### config.mk
export PLATFORM = sky130hd
export DESIGN_NAME = uart_tx_scheduler
export DESIGN_NICKNAME = d
export VERILOG_FILES = /design/src/rtl/uart_tx_scheduler.sv
export SDC_FILE = /design/constraint.sdc
export NUM_CORES = 1
export LEC_CHECK = 0
export CELL_PAD_IN_SITES_DETAIL_PLACEMENT = 0
export CELL_PAD_IN_SITES_GLOBAL_PLACEMENT = 1
export CORE_ASPECT_RATIO = 0.6
export CORE_UTILIZATION = 50
export CTS_CLUSTER_SIZE = 28
export DETAILED_ROUTE_END_ITERATION = 16
export PLACE_DENSITY = 0.81
export SETUP_SLACK_MARGIN = 0.4
export SLEW_MARGIN = 25
export SYNTH_ARGS = -nofsm -noshare
export SYNTH_HDL_FRONTEND = slang
export SYNTH_SLANG_ARGS = --single-unit
### constraint.sdc
create_clock -name clk -period 3.5 [get_ports clk]
set_input_delay 0.525 -clock clk [delete_from_list [all_inputs] [get_ports clk]]
set_output_delay 0.525 -clock clk [all_outputs]
set_load 0.1 [all_outputs]
### src/rtl/uart_tx_scheduler.sv
`default_nettype none
// ============================================================================
//  Module      : uart_tx_scheduler
//  Description : Byte FIFO between the pipeline's MA-stage UART store and the
//                UART transmitter. Pops one byte at a time and paces strobes
//                so that each character gets CHAR_CYCLES clocks on the line.
//  Ports       : clk         - single clock, rising edge
//                rst         - synchronous active-high reset
//                wr_en_i     - store to UART address this cycle
//                wr_data_i   - byte to enqueue
//                full_o      - FIFO holds DEPTH bytes (stall request)
//                uart_wr_o   - one-cycle send strobe to transmitter
//                uart_dat_o  - byte accompanying uart_wr_o (held until next)
//                idle_o      - FIFO empty and scheduler idle
//                overflow_o  - sticky: a write was dropped
//                count_o     - current FIFO occupancy
//  Revision    : 1.0 - initial release
// ============================================================================
module uart_tx_scheduler #(
    parameter int DEPTH       = 16,
    parameter int CHAR_CYCLES = 868
) (
    input  logic                     clk,
    input  logic                     rst,
    input  logic                     wr_en_i,
    input  logic [7:0]               wr_data_i,
    output logic                     full_o,
    output logic                     uart_wr_o,
    output logic [7:0]               uart_dat_o,
    output logic                     idle_o,
    output logic                     overflow_o,
    output logic [$clog2(DEPTH):0]   count_o
);

    localparam int c_AW = $clog2(DEPTH);
    localparam int c_CW = c_AW + 1;
    // CHAR_CYCLES-2 always fits in clog2(CHAR_CYCLES) bits; keep at least 1.
    localparam int c_GW = (CHAR_CYCLES > 2) ? $clog2(CHAR_CYCLES) : 1;

    typedef enum logic [1:0] {
        S_IDLE = 2'd0,
        S_SEND = 2'd1,
        S_GAP  = 2'd2
    } state_t;

    state_t             r_state;
    state_t             w_state_nxt;
    logic [c_GW-1:0]    r_gap;
    logic [c_GW-1:0]    w_gap_nxt;
    logic [7:0]         r_mem [DEPTH];
    logic [c_AW-1:0]    r_wr_ptr;
    logic [c_AW-1:0]    r_rd_ptr;
    logic [c_CW-1:0]    r_count;
    logic [7:0]         r_dat;
    logic               r_ovf;

    logic               w_full;
    logic               w_pop;
    logic               w_push;
    logic               w_drop;

    // A pop only ever happens on the IDLE->SEND edge, so an empty FIFO can
    // never pop and a same-cycle push cannot bypass into the transmitter.
    assign w_full = (r_count == c_CW'(DEPTH));
    assign w_pop  = (r_state == S_IDLE) && (r_count != '0);
    // A full FIFO still accepts a push if a slot frees on the same edge.
    assign w_push = wr_en_i && (!w_full || w_pop);
    assign w_drop = wr_en_i && w_full && !w_pop;

    // Next-state / gap counter logic
    always_comb begin
        w_state_nxt = r_state;
        w_gap_nxt   = r_gap;
        case (r_state)
            S_IDLE: begin
                if (r_count != '0) begin
                    w_state_nxt = S_SEND;
                end
            end
            S_SEND: begin
                w_state_nxt = S_GAP;
                w_gap_nxt   = c_GW'(CHAR_CYCLES - 2);
            end
            S_GAP: begin
                if (r_gap == '0) begin
                    w_state_nxt = S_IDLE;
                end else begin
                    w_gap_nxt = r_gap - 1'b1;
                end
            end
            default: begin
                w_state_nxt = S_IDLE;
            end
        endcase
    end

    // Control state: FSM, pointers, occupancy, output byte, sticky flag
    always_ff @(posedge clk) begin
        if (rst) begin
            r_state  <= S_IDLE;
            r_gap    <= '0;
            r_wr_ptr <= '0;
            r_rd_ptr <= '0;
            r_count  <= '0;
            r_dat    <= 8'h00;
            r_ovf    <= 1'b0;
        end else begin
            r_state <= w_state_nxt;
            r_gap   <= w_gap_nxt;
            if (w_push) begin
                r_wr_ptr <= r_wr_ptr + 1'b1;
            end
            if (w_pop) begin
                r_rd_ptr <= r_rd_ptr + 1'b1;
                r_dat    <= r_mem[r_rd_ptr];
            end
            case ({w_push, w_pop})
                2'b10:   r_count <= r_count + 1'b1;
                2'b01:   r_count <= r_count - 1'b1;
                default: r_count <= r_count;
            endcase
            if (w_drop) begin
                r_ovf <= 1'b1;
            end
        end
    end

    // Storage is not reset; only the pointers define what is valid.
    always_ff @(posedge clk) begin
        if (w_push) begin
            r_mem[r_wr_ptr] <= wr_data_i;
        end
    end

    assign full_o     = w_full;
    assign uart_wr_o  = (r_state == S_SEND);
    assign uart_dat_o = r_dat;
    assign idle_o     = (r_state == S_IDLE) && (r_count == '0);
    assign overflow_o = r_ovf;
    assign count_o    = r_count;

endmodule
`default_nettype wire

==> impl_metrics.toml <==
[sta]
skew_ps = 12.8
min_period_over_period_pct = 77.6
fin_hold_ws_ps = 456
rsz0062_at_grt = "no"
min_period_ps = 2720
final_max_slew_viol_count = 0
finalSetupTns_ps = 0
max-slew-margin-rel_pct = 34.8
setup_viol = 0
worst_pin_slew_ps = 975
max_freq_ghz = 0.368
fin_ws_ps = 783
final-hold-violation-count = 0

[floorplanning]
initial_core_util_pct = 51.5
fp-row-count = 32
ioPinCount = 28
coreArea_sq_mm = 0.0129
dieArea_sq_mm = 0.0137
dieWidth_um = 150
die_y_um = 91.1

[outcome]
status = "completed"

[grt]
grt_use_total_pct = 23.9
grt_overflow = 0
grt_pass1_vias = 3825
grt_pass1_wl_um = 23100
antenna_found_initial = 0
grt_max_degree = 39

[flow_run]
drv_cap = 0

[setup_path]
reg2reg_depth = 5
critical_path_buf_inv_count = 1
cp.required_ps = 2970
reg2reg_slack_ps = 850
arrival_ps = 2190
end_kind = "output port"
crit_slowest_cell = "clkdlybuf4s50_1"
cp_slowest_stage_delay_ps = 1220
cp_max_fo = 10
worstSetupStartpointType = "flop"
worstSetupPathType = "flop to output port"
path_cells = "clkdlybuf4s50_1"
cpLargestDelayFamily = "buffers and inverters"
cp.depth = 1

[cts]
cts_tree = "yes"
postCtsSetupBuffers = 0
cts_buffer_depth = 2
cts_resized = 0
htree_levels = 4
root_buffer = "clkbuf_16"
clock_sinks = 162
path_clk_slew_ps = 60
cts_buffers = 17
cts_hold_buf = 0
clk_latency_ps = 420

[synth]
synth_cells = 473
synth-edff-count = 128
synth-seq-cells = 162
ys_async_sr_fraction_pct = 0
avgSynthCellArea_sq_um = 14.0
ys.flop_type = "edfxtp_1"
syn_area_sq_mm = 0.00662
synth_warnings = 0
seq_area_frac_synth_pct = 68.4
yosysUniqueCellTypes = 42
synth_fp_nets = 491

[hold_path]
hold_class = "flop to flop"
holdPathStages = 2

[pwr]
power_leakage_nw = 2.45
ir_worst_vdd_mv = 0.455
power_density_mw_per_mm2 = 798
power.total_mw = 6.11

[layout]
final_cells = 684
nFillCells = 970
synthToLayoutAreaGrowth_pct = 15.7
antenna_cells = 0
layout.nets = 519
drive_gt1_share_pct = 11.1

[routing]
drc_errors = 0
wl_um = 15100
antenna_left = 0
dr.pass1.iters = 5
avgViaCountPerCell = 5.97
routedWlPerCell_um = 22.0
vias = 4085
drtIter0Drc = 520

[placement]
place_inst = 652
post-place-ws_ps = 563
io_buffer_count = 27
routabilityCongestion = 0.871
hpwlAfterDp_um = 10100
-- synthesized netlist by cell type, types with 2 or more instances --
library cell	number	area [sq um]
or3b_1	2	17.5
nor2b_1	2	12.5
a211oi_1	7	52.6
a31oi_1	4	25.0
o21ai_0	9	45.0
dfxtp_1	34	681
buf_1	3	11.3
o22ai_1	30	188
o211ai_1	2	15.0
and3_1	2	12.5
buf_2	4	20.0
o31ai_1	3	22.5
xor2_1	5	43.8
o21bai_1	2	15.0
inv_1	9	33.8
mux4_2	5	113
a21o_1	2	15.0
clkbuf_1	19	71.3
nand2b_1	7	43.8
edfxtp_1	128	3840
mux2i_1	57	571
nand3_1	7	35.0
a21oi_1	9	45.0
nand3b_1	3	22.5
xnor2_1	8	70.1
or4_1	2	15.0
nor2_1	45	169
nand2_1	17	63.8
nor3_1	7	35.0
ha_1	7	87.6
nor4_1	13	81.3
or3_1	6	37.5
nand4_1	3	18.8
or2_2	2	12.5
-- metrics by stage --
step,util (%),instance area [sq um]
2_1_floorplan,-,6620
3_3_place_gp,54.9,7060
3_5_place_dp,54.9,7060
4_1_cts,59.6,7650
5_1_grt,59.6,7650
6_report,59.6,7650
-- cell usage in the layout (no fill, tap or decap), drive strengths merged, types with 8 or more instances in the layout --
cell type,instances
o21ai,10
nand2,17
mux2i,57
edfxtp,128
clkbuf,23
dfxtp,34
inv,12
clkdlybuf4s50,24
xnor2,8
o22ai,30
nor4,13
nor2,45
buf,11
a21oi,10
-- layout make-up --
| class | count | area, sq um | area share (%) |
|---|---|---|---|
| sequential | 162 | 4530 | 59.2 |
| multi-input combinational | 276 | 1960 | 25.6 |
| clock buffer | 23 | 532 | 6.95 |
| timing repair buffer | 35 | 323 | 4.22 |
| tap | 170 | 213 | 2.78 |
| clock inverter | 9 | 63.8 | 0.834 |
| inverter | 9 | 33.8 | 0.441 |
-- flip-flops by register name, summed over array words and instances (netlist names) --
signal / cells
r_mem: 128
r_gap: 10
uart_dat_o: 8
count_o: 5
r_rd_ptr: 4
r_wr_ptr: 4
r_state: 2
overflow_o: 1
-- logic make-up (layout without fill, tap and decap cells) --
family | count (synthesis) | in the layout | synth area share [%]
AOI/OAI and AO/OA | 74 | 74 | 7.17
xor gates and xnor gates | 13 | 13 | 1.72
adders and majority gates | 7 | 7 | 1.32
buffers and inverters | 35 | 76 | 2.06
DFF | 162 | 162 | 68.4
muxes | 62 | 62 | 10.3
and+or+nand+nor | 120 | 120 | 9.00
-- worst paths after layout --
kind / start / to
worst max-delay path: count_o[4]$_SDFFE_PP0P_ / count_o[4]
worst min-delay path: uart_dat_o[6]$_SDFFE_PP0N_ / uart_dat_o[6]$_SDFFE_PP0N_
worst max register to register: r_rd_ptr[2]$_SDFFE_PP0N_ / uart_dat_o[4]$_SDFFE_PP0N_
worst min register to register: uart_dat_o[6]$_SDFFE_PP0N_ / uart_dat_o[6]$_SDFFE_PP0N_
-- layer usage --
metal	routed length, um	global-route usage, %
met1	7470	37.9
met2	5890	30.1
met3	1510	7.69
met4	203	8.08
met5	0	0
-- report_power, final --
part           switching (mW)  internal (mW)
combinational            1.27          0.565
clock                   0.742           1.08
sequential              0.223           2.23
total                    2.24           3.87
No activity file was read; power rests on OpenSTA's default activity.
==> patch, RTL diff (same settings) <==
The 3 states of `state_t` get a one-hot encoding in 3 bits.
--- a/src/rtl/uart_tx_scheduler.sv
+++ b/src/rtl/uart_tx_scheduler.sv
@@ -37,10 +37,10 @@
     // CHAR_CYCLES-2 always fits in clog2(CHAR_CYCLES) bits; keep at least 1.
     localparam int c_GW = (CHAR_CYCLES > 2) ? $clog2(CHAR_CYCLES) : 1;
 
-    typedef enum logic [1:0] {
-        S_IDLE = 2'd0,
-        S_SEND = 2'd1,
-        S_GAP  = 2'd2
+    typedef enum logic [2:0] {
+        S_IDLE = 3'b001,
+        S_SEND = 3'b010,
+        S_GAP  = 3'b100
     } state_t;
 
     state_t             r_state;
Function: no difference found for any inputs over 10 cycles, from zero or initial values and one cycle with rst high; not proved beyond that.
==> patch against the original RTL <==
Design area up 2.1%; worst setup slack better by 77 ps; sequential share of layout area down 1.0 points; power down 3.4%; sequential cell count up 1; wire length down 8.1%; synthesized area up 1.5%; die area up 1.5%; sequential power down 4%; clock skew down 4.3 ps; critical endpoint is now idle_o; largest cell class unchanged; largest power group unchanged.
==> patch: results (changes against the original RTL) <==
- Synth Area in Compound Gates: 0.05330 (was 0.07169)
- 1st-iter DRT viols: 271 (was 520)
- Area contributors post-synth: edfxtp_1 (57%), mux4_2 (11%), dfxtp_1 (10%) (was edfxtp_1 (58%), dfxtp_1 (10%), mux2i_1 (8.6%))
- Pin count of the biggest net entering global routing: 35 (was 39)
- Clk_lat worst skew: 420 ps (about the same)
- Gpl congestion: 0.7972 (was 0.8707)
- Finished Layout Cells: 628 (was 684)
- CP max stage cell: or4_1 (was clkdlybuf4s50_1)
- Met1 Wirelength: 6630 um (was 7471 um)
- VDD IR max: 404.9 uV (was 455.3 uV)
- Relative slew slack: 0.3420 (was 0.3478)
- Leak: 2.514 nW (was 2.449 nW)
- Top cells by count, synth: edfxtp_1 (128), dfxtp_1 (35), mux4_2 (32), nor2_1 (31), mux2i_1 (20) (was edfxtp_1 (128), mux2i_1 (57), nor2_1 (45), dfxtp_1 (34), o22ai_1 (30))
- Placed Cells: 597 (was 652)
- EDFF count, synth: 128 (unchanged)
- Top Family by Delay on Critical Path: simple AND/OR/NAND/NOR gates (was buffers and inverters)
- Post-Route Skew: 8.448 ps (was 12.79 ps)
- GRT Overall Usage: 0.2218 (was 0.2391)
- Synth unique cells: 53 (was 42)
- DR WL met3: 889 um (was 1514 um)
- Antenna cells: 0 (unchanged)
- CP peak stage delay: 740 ps (was 1220 ps)
- Status: complete, no violations (unchanged)
- Worst Path Max Fanout: 8 (was 10)
- Synth warn: 0 (unchanged)
- Share of cells above drive strength 1: 0.2031 (was 0.1109)
- Total net switching power: 0.001971 W (was 0.002237 W)
- Metal2 WL: 6189 um (was 5891 um)
- Nets: 464 (was 519)
- Vias in the first global route: 3713 (was 3825)
- Clock Tree Buf Depth: 2 (unchanged)
- Arrival @ worst endpoint: 2110 ps (was 2190 ps)
- First-pass GRT wire length: 21800 um (was 23150 um)
- Post-Synth XOR/XNOR Area: 0.009132 (was 0.01721)
- Fill cells: 981 (was 970)
- Detail Placement HPWL: 9076 um (was 10120 um)
- Wire per inst: 22.07 um (was 22.05 um)
- Mux share of post-synthesis cell area: 0.1442 (was 0.1033)
- CTS root buffer: clkbuf_16 (unchanged)
- Seq/Total Area, Yosys: 0.6769 (was 0.6839)
- # Post-CTS Setup Buffers: 0 (unchanged)
- Adder-cell share of the synthesized area: 0.01305 (was 0.01324)
- Vias per inst: 5.971 (was 5.972)
- Syn Inst Count: 410 (was 473)
- Synth Net Count: 428 (was 491)
- Total iterations of the first detailed-routing run: 4 (was 5)
[patch: stage by stage]
| stage | total power [W] | setup WS, ps | instance area (um^2) | utilization |
|---|---|---|---|---|
| global placement | 0.004017 | 630.1 | 7209 | 0.5557 |
| floorplan | 0.003630 | 241.5 | 6721 | - |
| CTS | 0.005936 | 845.8 | 7816 | 0.6025 |
| detailed placement | 0.004034 | 505.9 | 7209 | 0.5557 |
| global route | 0.006129 | 706.3 | 7816 | 0.6025 |
| finish | 0.005900 | 860.7 | 7816 | 0.6025 |
[patch: power groups by stage]
stage,Combinational (W),Sequential [W],Clock (W)
after floorplan,0.00102,0.00261,0
after global placement,0.00162,0.00240,0
after detailed placement,0.00163,0.00240,0
after CTS,0.00165,0.00236,0.00193
after global routing,0.00174,0.00238,0.00200
final,0.00164,0.00236,0.00190
[patch: final timing paths]
path,endpoint,slack (ps),startpoint,depth (start not counted)
max,idle_o,860,count_o[1],3
min,overflow_o,480,overflow_o,2
max reg2reg,r_mem[13][6],880,r_state[2],4
min reg2reg,overflow_o,480,overflow_o,2
[patch: layer usage]
metal	track usage	vias up
met5	0	-
met4	0.07178	0
met3	0.05274	13
met2	0.3158	141
met1	0.3352	1887
li1	-	1709
[patch: final cells by class]
type	instances	area, um^2	share of cell area
clock buffer	18	429.2	0.05491
clock inverter	13	177.7	0.02273
inverter	10	42.54	0.005443
multi-input combinational	214	2036	0.2604
sequential	163	4546	0.5816
tap	170	212.7	0.02721
timing repair buffer	40	372.9	0.04770
[patch: worst reg2reg max path, stage by stage (launching register included)]
cell	delay, ps
dfxtp_1	360
or3b_1	530
a31oi_1	510
nand2_1	260
nor2_1	600
[patch: cell families after synthesis]
| kind of cell | after synthesis |
|---|---|
| fa+ha+maj | 7 |
| flops | 163 |
| xor+xnor | 7 |
| buf+inv | 33 |
| simple gates | 99 |
| compound gates | 45 |
| mux | 56 |
